File: config.mk
export PLATFORM = sky130hd
export DESIGN_NAME = caf_bin_scheduler
export DESIGN_NICKNAME = d
export VERILOG_FILES = /design/src/rtl/caf_pkg.sv /design/src/rtl/caf_peak_tracker.sv /design/src/rtl/caf_bin_scheduler.sv
export SDC_FILE = /design/constraint.sdc
export NUM_CORES = 1
export LEC_CHECK = 0
export ABC_AREA = 1
export CORE_ASPECT_RATIO = 1.1
export CORE_MARGIN = 10
export CORE_UTILIZATION = 35
export DETAILED_ROUTE_END_ITERATION = 12
export GPL_TIMING_DRIVEN = 0
export SLEW_MARGIN = 0
export SYNTH_ARGS = -nofsm -noshare
export SYNTH_HDL_FRONTEND = slang
export SYNTH_SLANG_ARGS = --single-unit
File: constraint.sdc
create_clock -name clk -period 2.7 [get_ports clk]
set_input_delay 0.54 -clock clk [delete_from_list [all_inputs] [get_ports clk]]
set_output_delay 0.54 -clock clk [all_outputs]
set_load 0.005 [all_outputs]
File: src/rtl/caf_pkg.sv
// Shared CAF definitions: scheduler FSM states, width helpers, peak-result record.
// Latency: none (types and constant functions only).
// Backpressure: not applicable.
package caf_pkg;

  typedef enum logic [2:0] {
    ST_IDLE,
    ST_LOAD,
    ST_SETTLE,
    ST_STREAM,
    ST_WAIT_RES,
    ST_CAPTURE,
    ST_DONE
  } caf_state_e;

  // Lag index must cover 0..2*LENGTH-2, hence one bit beyond the sample address.
  function automatic int caf_index_bits(input int length);
    return $clog2(length) + 1;
  endfunction

  // Bin number width; a single-bin sweep still needs a 1-bit field.
  function automatic int caf_bin_bits(input int num_bins);
    return (num_bins > 1) ? $clog2(num_bins) : 1;
  endfunction

  localparam int CAF_DEF_LENGTH       = 64;
  localparam int CAF_DEF_NUM_BINS     = 8;
  localparam int CAF_DEF_OUT_MAX_BITS = 32;
  localparam int CAF_DEF_INDEX_BITS   = caf_index_bits(CAF_DEF_LENGTH);
  localparam int CAF_DEF_BIN_BITS     = caf_bin_bits(CAF_DEF_NUM_BINS);

  // Peak record at the default surface geometry, for consumers of a full sweep.
  typedef struct packed {
    logic [CAF_DEF_OUT_MAX_BITS-1:0] max;
    logic [CAF_DEF_INDEX_BITS-1:0]   index;
    logic [CAF_DEF_BIN_BITS-1:0]     bin;
  } caf_peak_t;

endpackage

File: src/rtl/caf_peak_tracker.sv
// Compare-and-hold of the best (max, index, bin) seen since the last clear.
// Latency: candidate lands in best_* one cycle after upd_en.
// Backpressure: none; every upd_en is evaluated in its own cycle.
module caf_peak_tracker #(
  parameter int MAX_BITS = 32,
  parameter int IDX_BITS = 7,
  parameter int BIN_BITS = 3
) (
  input  logic                clk,
  input  logic                rst_n,
  input  logic                clear,
  input  logic                upd_en,
  input  logic                force_upd,
  input  logic [MAX_BITS-1:0] cand_max,
  input  logic [IDX_BITS-1:0] cand_index,
  input  logic [BIN_BITS-1:0] cand_bin,
  output logic [MAX_BITS-1:0] best_max,
  output logic [IDX_BITS-1:0] best_index,
  output logic [BIN_BITS-1:0] best_bin
);

  logic [MAX_BITS-1:0] best_max_q, best_max_d;
  logic [IDX_BITS-1:0] best_index_q, best_index_d;
  logic [BIN_BITS-1:0] best_bin_q, best_bin_d;

  // Strictly-greater unsigned compare so ties keep the earlier candidate.
  always_comb begin
    best_max_d   = best_max_q;
    best_index_d = best_index_q;
    best_bin_d   = best_bin_q;
    if (clear) begin
      best_max_d   = '0;
      best_index_d = '0;
      best_bin_d   = '0;
    end else if (upd_en && (force_upd || (cand_max > best_max_q))) begin
      best_max_d   = cand_max;
      best_index_d = cand_index;
      best_bin_d   = cand_bin;
    end
  end

  // Best-so-far registers.
  always_ff @(posedge clk or negedge rst_n) begin
    if (!rst_n) begin
      best_max_q   <= '0;
      best_index_q <= '0;
      best_bin_q   <= '0;
    end else begin
      best_max_q   <= best_max_d;
      best_index_q <= best_index_d;
      best_bin_q   <= best_bin_d;
    end
  end

  assign best_max   = best_max_q;
  assign best_index = best_index_q;
  assign best_bin   = best_bin_q;

endmodule

File: src/rtl/caf_bin_scheduler.sv
// Sweeps one shared x_corr across NUM_BINS Doppler bins and keeps the global peak.
// Latency: per bin 1+SETTLE_CYCLES+LENGTH+xcorr+1 cycles, sweep NUM_BINS*bin+1.
// Backpressure: stalls on xc_in_ready, waits on xc_out_valid; CAF_BIN_LOG_EN adds a per-bin log.
module caf_bin_scheduler
  import caf_pkg::*;
#(
  parameter int NUM_BINS      = 8,
  parameter int LENGTH        = 64,
  parameter int OUT_MAX_BITS  = 32,
  parameter int INDEX_BITS    = caf_index_bits(LENGTH),
  parameter int FREQ_BITS     = 16,
  parameter int SETTLE_CYCLES = 4,
  localparam int AW = $clog2(LENGTH),
  localparam int BW = caf_bin_bits(NUM_BINS),
  localparam int SW = $clog2(SETTLE_CYCLES + 1)
) (
  input  logic                    clk,
  input  logic                    rst_n,
  input  logic                    start,
  input  logic [FREQ_BITS-1:0]    freq_start,
  input  logic [FREQ_BITS-1:0]    freq_step,
  output logic                    busy,
  output logic                    done,
  output logic [FREQ_BITS-1:0]    freq_word,
  output logic                    freq_load,
  output logic [AW-1:0]           sample_addr,
  output logic                    xc_in_valid,
  input  logic                    xc_in_ready,
  input  logic                    xc_out_valid,
  input  logic [OUT_MAX_BITS-1:0] xc_out_max,
  input  logic [INDEX_BITS-1:0]   xc_out_index,
  output logic                    xc_out_ready,
`ifdef CAF_BIN_LOG_EN
  output logic                    bin_log_valid,
  output logic [OUT_MAX_BITS-1:0] bin_log_max,
  output logic [INDEX_BITS-1:0]   bin_log_index,
  output logic [BW-1:0]           bin_log_bin,
`endif
  output logic [OUT_MAX_BITS-1:0] best_max,
  output logic [INDEX_BITS-1:0]   best_index,
  output logic [BW-1:0]           best_bin
);

  caf_state_e              state_q, state_d;
  logic [BW-1:0]           bin_q, bin_d;
  logic [SW-1:0]           settle_q, settle_d;
  logic [AW-1:0]           samp_q, samp_d;
  logic [FREQ_BITS-1:0]    freq_q, freq_d;
  logic [FREQ_BITS-1:0]    step_q, step_d;
  logic [OUT_MAX_BITS-1:0] res_max_q, res_max_d;
  logic [INDEX_BITS-1:0]   res_idx_q, res_idx_d;
  logic                    trk_clear;

  // Sweep sequencing; freq word advances by one step per bin so no multiplier is needed.
  always_comb begin
    state_d   = state_q;
    bin_d     = bin_q;
    settle_d  = settle_q;
    samp_d    = samp_q;
    freq_d    = freq_q;
    step_d    = step_q;
    res_max_d = res_max_q;
    res_idx_d = res_idx_q;
    trk_clear = 1'b0;
    case (state_q)
      ST_IDLE: begin
        if (start) begin
          freq_d    = freq_start;
          step_d    = freq_step;
          bin_d     = '0;
          settle_d  = '0;
          samp_d    = '0;
          trk_clear = 1'b1;
          state_d   = ST_LOAD;
        end
      end
      ST_LOAD: begin
        settle_d = '0;
        state_d  = ST_SETTLE;
      end
      ST_SETTLE: begin
        if (settle_q == SW'(SETTLE_CYCLES - 1)) begin
          settle_d = '0;
          samp_d   = '0;
          state_d  = ST_STREAM;
        end else begin
          settle_d = settle_q + SW'(1);
        end
      end
      ST_STREAM: begin
        if (xc_in_ready) begin
          if (samp_q == AW'(LENGTH - 1)) begin
            samp_d  = '0;
            state_d = ST_WAIT_RES;
          end else begin
            samp_d = samp_q + AW'(1);
          end
        end
      end
      ST_WAIT_RES: begin
        // Result is held locally because x_corr may drop it after the handshake.
        if (xc_out_valid) begin
          res_max_d = xc_out_max;
          res_idx_d = xc_out_index;
          state_d   = ST_CAPTURE;
        end
      end
      ST_CAPTURE: begin
        if (bin_q == BW'(NUM_BINS - 1)) begin
          state_d = ST_DONE;
        end else begin
          bin_d   = bin_q + BW'(1);
          freq_d  = freq_q + step_q;
          state_d = ST_LOAD;
        end
      end
      ST_DONE:  state_d = ST_IDLE;
      default:  state_d = ST_IDLE;
    endcase
  end

  // Sequencer state and per-bin registers; reset aborts any sweep in progress.
  always_ff @(posedge clk or negedge rst_n) begin
    if (!rst_n) begin
      state_q   <= ST_IDLE;
      bin_q     <= '0;
      settle_q  <= '0;
      samp_q    <= '0;
      freq_q    <= '0;
      step_q    <= '0;
      res_max_q <= '0;
      res_idx_q <= '0;
    end else begin
      state_q   <= state_d;
      bin_q     <= bin_d;
      settle_q  <= settle_d;
      samp_q    <= samp_d;
      freq_q    <= freq_d;
      step_q    <= step_d;
      res_max_q <= res_max_d;
      res_idx_q <= res_idx_d;
    end
  end

  assign busy         = (state_q != ST_IDLE);
  assign done         = (state_q == ST_DONE);
  assign freq_load    = (state_q == ST_LOAD);
  assign freq_word    = freq_q;
  assign xc_in_valid  = (state_q == ST_STREAM);
  assign sample_addr  = samp_q;
  assign xc_out_ready = (state_q == ST_WAIT_RES);

`ifdef CAF_BIN_LOG_EN
  assign bin_log_valid = (state_q == ST_CAPTURE);
  assign bin_log_max   = res_max_q;
  assign bin_log_index = res_idx_q;
  assign bin_log_bin   = bin_q;
`endif

  caf_peak_tracker #(
    .MAX_BITS (OUT_MAX_BITS),
    .IDX_BITS (INDEX_BITS),
    .BIN_BITS (BW)
  ) u_peak (
    .clk        (clk),
    .rst_n      (rst_n),
    .clear      (trk_clear),
    .upd_en     (state_q == ST_CAPTURE),
    .force_upd  (bin_q == '0),
    .cand_max   (res_max_q),
    .cand_index (res_idx_q),
    .cand_bin   (bin_q),
    .best_max   (best_max),
    .best_index (best_index),
    .best_bin   (best_bin)
  );

endmodule
==> results by group, run 1 <==
Timing
  – Minimum clock period: 2.43 ns
  – Final setup viols: 0
  – RSZ-0062 raised after global routing: yes
  – Tightest Pin Transition: ~0.55 ns
  – Maximum clock rate: between 400 and 500 MHz
  – Max-slew headroom: ~63%
  – Tcrit/Tclk final: approximately nine tenths
  – Final hold vios: 0
  – Final count of pins violating max slew: 0
  – Worst clock skew: 0.00936 ns

Placement
  – Placed wire-length estimate: 14,700 µm
  – Buffers added on ports: 144
  – DP Cell Count: 1,197
  – Routability cong.: approximately 0.85
  – Area post-placement: about 0.009 mm²

Synthesis
  – Main combinational cell family by area after synthesis: simple AND/OR/NAND/NOR gates
  – Dominant cell type by area after synthesis: dfrtp_1
  – Number of synthesized flops with an enable pin: 0
  – Synth Warn #: 0
  – Top post-synthesis cells by area: dfrtp_1, nand2_1, ha_1
  – Synthesized cell area: 0.00696 mm²
  – Post-synth cell types: 37
  – Dominant cell by count in the synthesized netlist: nand2_1
  – Mean Syn Cell Area: 8.69 µm²
  – Commonest cells in the synthesized netlist: nand2_1, dfrtp_1, nand3_1, inv_1, ha_1
  – Seq/Total Area, Yosys: between 40% and 50%
  – Syn Inst Count: 800
  – Synth Register Bits: between 100 and 150
  – Main synth FF type: dfrtp_1
  – Share of the synthesized area in the top cell type: between 40 and 50%
  – XOR/XNOR share of the synthesized area: roughly 1.1%
  – Ys async rst share: between 90% and 100%
  – Mux contribution to synthesized area: under 10%
  – Synth Area in Compound Gates: ~7.6%
  – Post-synthesis net count: between 900 and 1,000
  – Synth Area in Adders: approximately a tenth
  – Simple-gate share of the synthesized area: a little under a quarter

Routing
  – DR WL/cell: ~16 µm
  – Via Count: ~5,900
  – Routed wire length: 19,700 µm
  – DRC Markers: 0
  – Initial DRC count: ~250
  – Drt pass-1 iters: 5
  – Vias/cell: between 4 and 5
  – Antenna Violating Nets Remaining: 0

Global route
  – GRT Residual Overflow: 0
  – Pin count of the biggest net entering global routing: between 80 and 90
  – Global-route total usage across every layer: 15.5%
  – First-pass GRT wire length: around 33,000 µm
  – Initial antenna violation count: 0
  – Vias in the first global route: 6,291

Clock tree
  – Clk_lat worst skew: 0.42 ns
  – Clk root buf: clkbuf_16
  – CTS tree: built
  – TritonCTS buffer count: 17
  – Clock-pin slew on the worst setup and hold paths: 0.05 ns
  – Num Clock Sinks: approximately 130
  – CTS Buffer Depth: 2
  – Htree depth: 4

Floorplanning
  – Io pins: ~150
  – Die area: roughly 0.026 mm²
  – Row count: 54
  – Die width: roughly 150 µm
  – Initial core utilization: about 35%
  – Die height: between 150 and 200 µm
  – Core Area: about 0.02 mm²

Setup path
  – R2R depth: 14
  – Cell mode on critical path: nand2_1
  – Max stage delay on crit path: 0.37 ns
  – CP cell instances: inv_1 -> ha_1 -> nand2_1 -> nor3_1 -> nand2_1 -> nand2_1 -> nand2_1 -> nand2_1 -> nand2_1 -> nand2_1 -> nand2_1 -> buf_2 -> nand3_1 -> nand2_1
  – Startpoint types: flip-flop
  – Reg2reg setup slack: approximately 0.27 ns
  – Worst EP required: about 3 ns
  – Slowest stage cell, crit path: dfrtp_1
  – CP Capture Type: flip-flop
  – WS Path Type: reg2reg
  – Crit Path Max Fanout: 10
  – Worst path arrival time: 2.74 ns

Flow run
  – Number of max-cap violations: 0

Finish
  – Layout area overhead: 34.1%
  – Sequential cell area: 0.00320 mm²
  – Non-filler instance count after layout: 1,226
  – Multi-input gate area: around 0.0033 mm²
  – FILL cells: 1,918
  – Antenna Cells: 0
  – Nets: between 1,000 and 1,500
  – Fraction of layout cells with a size suffix above 1: around a tenth
  – Cell area after layout: around 0.0093 mm²

Power and ir drop
  – Leak: 4.49 nW
  – Power per cell area: between 1000 and 1500 mW/mm²
  – Maximum vdd ir drop: between 400 and 500 µV

Min path
  – HP Class: in2async

Run status
  – Status: complete, no violations
## state kept, by name, summed over array words and instances (netlist names)
name / count
res_max_q: 32
u_peak.best_max: 32
freq_word: 16
step_q: 16
res_idx_q: 7
u_peak.best_index: 7
sample_addr: 6
bin_q: 3
settle_q: 3
state_q: 3
u_peak.best_bin: 3
## timing repair
action	CTS	global route
setup buffers	0	0
hold buffers	0	0
endpoints found under the setup margin	0	12
gates resized for setup	0	2
## power breakdown
| part | switching, mW | total [mW] | internal [mW] |
|---|---|---|---|
| logic | 2.79 | 5.25 | 2.46 |
| clock network | 0.820 | 2.29 | 1.47 |
| registers | 0.666 | 3.40 | 2.73 |
| total | 4.28 | 10.9 | 6.66 |
## final timing paths
check	from	end
setup / recovery	u_peak.best_max[15]	u_peak.best_max[30]
hold / removal	rst_n	u_peak.best_max[14]
setup reg to reg	u_peak.best_max[15]	u_peak.best_max[30]
hold reg to reg	step_q[5]	step_q[5]
max in group asynchronous	rst_n	settle_q[0]
min in group clk	step_q[5]	step_q[5]
## layout make-up
cell class                 count  area share, %
timing repair buffer         145           15.8
buffer                        30           1.49
clock buffer                  25           5.42
inverter                      83           3.34
multi-input combinational    559           35.4
clock inverter                 4          0.819
sequential                   128           34.4
tap                          252           3.38
## layer usage
metal | vias to the layer above | part of all wire [%] | wire, µm | global-route usage [%]
li1 | 2984 | - | - | -
met1 | 2806 | 44 | 8640 | 18.5
met2 | 135 | 50 | 9760 | 26.7
met3 | 23 | 5.4 | 1070 | 4.28
met4 | 0 | 1.0 | 197 | 4.03
met5 | - | 0 | 0 | 0
## critical path, delay by kind of cell (launching register included)
kind | cells | cell delay (ns)
flops | 1 | 0.37
fa+ha+maj | 1 | 0.29
simple gates | 11 | 1.32
buf+inv | 2 | 0.32
## layout by cell type, fill, tap and decap left out, types with 3 or more instances in the layout
master           instances
nand2_1                198
clkdlybuf4s50_1        143
dfrtp_1                128
nand3_1                105
inv_1                   73
ha_1                    52
nor2_1                  39
a21oi_1                 39
mux2_2                  38
clkbuf_16               17
o21ai_0                 16
o21ai_1                 15
buf_2                   14
inv_2                   10
nor3_1                   8
buf_1                    8
clkbuf_1                 8
o21a_1                   6
xnor2_1                  5
clkbuf_8                 5
a21o_1                   4
nand4_1                  4
xor2_1                   4
nor3_2                   3
o21bai_1                 3
a31oi_1                  3
## through the flow
stage / setup TNS (ns) / power (mW) / hold WS [ns] / worst slack (ns) / util (%)
after floorplan: 0 / 6.67 / 0.244 / 0.738 / -
after global placement: -553.42 / 8.62 / 0.464 / -4.34 / 44.3
after detailed placement: 0 / 8.73 / 0.466 / 0.201 / 44.5
after CTS: 0 / 11.1 / 0.0736 / 0.172 / 47.4
after global routing: -0.0407 / 12.0 / 0.101 / -0.0149 / 47.4
final: 0 / 10.9 / 0.0590 / 0.268 / 47.4
## cell families (layout without fill, tap and decap cells)
family	Yosys count	after routing
compound gates	93	93
xor+xnor	9	9
fa+ha+maj	53	53
buf+inv	113	287
flops	128	128
mux	38	38
simple gates	366	366
Note: power is estimated with default switching activity, not from simulation.
==> run 2: changes to the inputs <==
Settings changed: CAP_MARGIN set to 30.
==> run 2 against run 1 <==
- die area is the same
- worst setup slack is the same
- fmax is the same
- total power is the same
- sequential share of layout area is the same
- highest routed layer unchanged
- worst hold slack is the same
- global-route usage is the same
- register-to-register slack is essentially flat
- count of clock-buffer cells in the layout is the same
- wire length is the same
- critical endpoint unchanged
==> results by group, run 2 (same netlist as run 1, synthesis figures left out) <==
Run status
  – Status: complete, no violations (unchanged)

Global route
  – Global-route total usage across every layer: 15.5% (unchanged)
  – Vias in the first global route: 6,291 (unchanged)
  – First-pass GRT wire length: 32,500 µm (unchanged)
  – Initial antenna violation count: 0 (unchanged)
  – Pin count of the biggest net entering global routing: 82 (unchanged)
  – GRT Residual Overflow: 0 (unchanged)

Clock tree
  – Post-CTS Resized: 0 (unchanged)
  – Clock-pin slew on the worst setup and hold paths: 0.05 ns (about the same)
  – Htree depth: 4 (unchanged)
  – Num Clock Sinks: 128 (unchanged)
  – TritonCTS buffer count: 17 (unchanged)
  – Clk_lat worst skew: 0.42 ns (about the same)
  – Post-CTS setup buffer count: 0 (unchanged)
  – Clk root buf: clkbuf_16 (unchanged)
  – CTS tree: built (unchanged)
  – Post-CTS Hold Fix Bufs: 0 (unchanged)
  – CTS Buffer Depth: 2 (unchanged)

Routing
  – DR WL/cell: 16.0 µm (unchanged)
  – Vias/cell: 4.85 (unchanged)
  – Antenna Violating Nets Remaining: 0 (unchanged)
  – DRC Markers: 0 (unchanged)
  – Initial DRC count: 251 (unchanged)
  – Via Count: 5,948 (unchanged)
  – Drt pass-1 iters: 5 (unchanged)
  – Routed wire length: 19,700 µm (unchanged)

Timing
  – Worst clock skew: 0.00936 ns (unchanged)
  – Final hold vios: 0 (unchanged)
  – Final count of pins violating max slew: 0 (unchanged)
  – Minimum clock period: 2.43 ns (unchanged)
  – Max-slew headroom: 63.0% (unchanged)
  – Tightest Pin Transition: 0.555 ns (unchanged)
  – Setup TNS: 0 ns (unchanged)
  – Final setup viols: 0 (unchanged)
  – Maximum clock rate: 411 MHz (unchanged)
  – RSZ-0062 raised after global routing: yes (unchanged)
  – Worst setup margin: 0.268 ns (unchanged)
  – Tcrit/Tclk final: 90.1% (unchanged)

Placement
  – DP Cell Count: 1,197 (unchanged)
  – Routability cong.: 0.855 (unchanged)
  – Area post-placement: 0.00874 mm² (unchanged)
  – Pre-CTS setup slack: 0.201 ns (unchanged)
  – Placed wire-length estimate: 14,700 µm (unchanged)
  – Buffers added on ports: 144 (unchanged)

Finish
  – Layout area overhead: 34.1% (unchanged)
  – Cell area after layout: 0.00932 mm² (unchanged)
  – Final design utilization: 47.4% (unchanged)
  – Antenna Cells: 0 (unchanged)
  – Nets: 1,093 (unchanged)
  – Commonest cells after routing, fill and taps aside: nand2_1, clkdlybuf4s50_1, dfrtp_1 (unchanged)
  – FILL cells: 1,918 (unchanged)
  – Non-filler instance count after layout: 1,226 (unchanged)
  – Commonest non-fill, non-tap cell in the layout: nand2_1 (unchanged)
  – Fraction of layout cells with a size suffix above 1: 10.7% (unchanged)

Power and ir drop
  – Leak: 4.49 nW (unchanged)
  – Maximum vdd ir drop: 472 µV (unchanged)
  – Power per cell area: 1170 mW/mm² (unchanged)

Min path
  – HP Class: in2async (unchanged)

Floorplanning
  – Die height: 168 µm (unchanged)
  – Initial core utilization: 35.4% (unchanged)
  – Die width: 154 µm (unchanged)
  – Io pins: 145 (unchanged)
  – Row count: 54 (unchanged)
  – Core Area: 0.0197 mm² (unchanged)
  – Die area: 0.0259 mm² (unchanged)

Flow run
  – Number of max-cap violations: 0 (unchanged)

Setup path
  – Crit Path Max Fanout: 10 (unchanged)
  – Cell mode on critical path: nand2_1 (unchanged)
  – Slowest stage cell, crit path: dfrtp_1 (unchanged)
  – Worst path arrival time: 2.74 ns (about the same)
  – Launch point of the worst path: u_peak.best_max[15] (unchanged)
  – Worst EP required: 3.01 ns (about the same)
  – WS Path Type: reg2reg (unchanged)
  – CP cell instances: inv_1 -> ha_1 -> nand2_1 -> nor3_1 -> nand2_1 -> nand2_1 -> nand2_1 -> nand2_1 -> nand2_1 -> nand2_1 -> nand2_1 -> buf_2 -> nand3_1 -> nand2_1 (unchanged)
  – R2R Path Start: u_peak.best_max[15] (unchanged)
  – CP Capture Type: flip-flop (unchanged)
  – Startpoint types: flip-flop (unchanged)
  – Max stage delay on crit path: 0.37 ns (about the same)
## run 2: cell counts in the layout (fill, tap and decap cells not counted)
Identical to the previous run, type by type.
## run 2: metal layers
layer / routed length (µm) / global-route usage [%] / vias to the layer above
met5: 0 / 0 / -
met4: 197 / 4.03 / 0
met3: 1070 / 4.28 / 23
met2: 9760 / 26.7 / 135
met1: 8640 / 18.5 / 2806
li1: - / - / 2984
## run 2: area by class of cell
| class | count | area [µm²] | area share [%] |
|---|---|---|---|
| repair buffers | 145 | 1470 | 15.8 |
| clock buffers | 25 | 505 | 5.42 |
| inverters | 83 | 312 | 3.34 |
| multi-input cells | 559 | 3300 | 35.4 |
| plain buffers | 30 | 139 | 1.49 |
| clock inverters | 4 | 76.3 | 0.819 |
| flip-flops and latches | 128 | 3200 | 34.4 |
| well taps | 252 | 315 | 3.38 |
## run 2: report_power, final
group	internal [mW]	leakage (nW)	switching, mW
Combinational	2.46	2.55	2.79
Clock	1.47	0.282	0.820
Sequential	2.73	1.65	0.666
Total	6.66	4.49	4.28
## run 2: worst paths after layout
| check | to | slack (ns) | cells after the start |
|---|---|---|---|
| min reg2reg | step_q[5] | 0.48 | 2 |
| max reg2reg | u_peak.best_max[30] | 0.27 | 14 |
| max | u_peak.best_max[30] | 0.27 | 14 |
| min | u_peak.best_max[14] | 0.06 | 1 |
| max in group asynchronous | settle_q[0] | 1.88 | 2 |
| min in group clk | step_q[5] | 0.48 | 2 |
## run 2: worst max-delay path, delay by kind of cell, from the launching register on
kind | cells | cell delay, ns
simple gates | 11 | 1.32
fa+ha+maj | 1 | 0.29
buf+inv | 2 | 0.32
flops | 1 | 0.37
## run 2: per-stage QoR
| step | total power [mW] | hold WS [ns] |
|---|---|---|
| final | 10.9 | 0.0590 |
| after CTS | 11.1 | 0.0736 |
| after global placement | 8.62 | 0.464 |
| after detailed placement | 8.73 | 0.466 |
| after global routing | 12.0 | 0.101 |
| after floorplan | 6.67 | 0.244 |
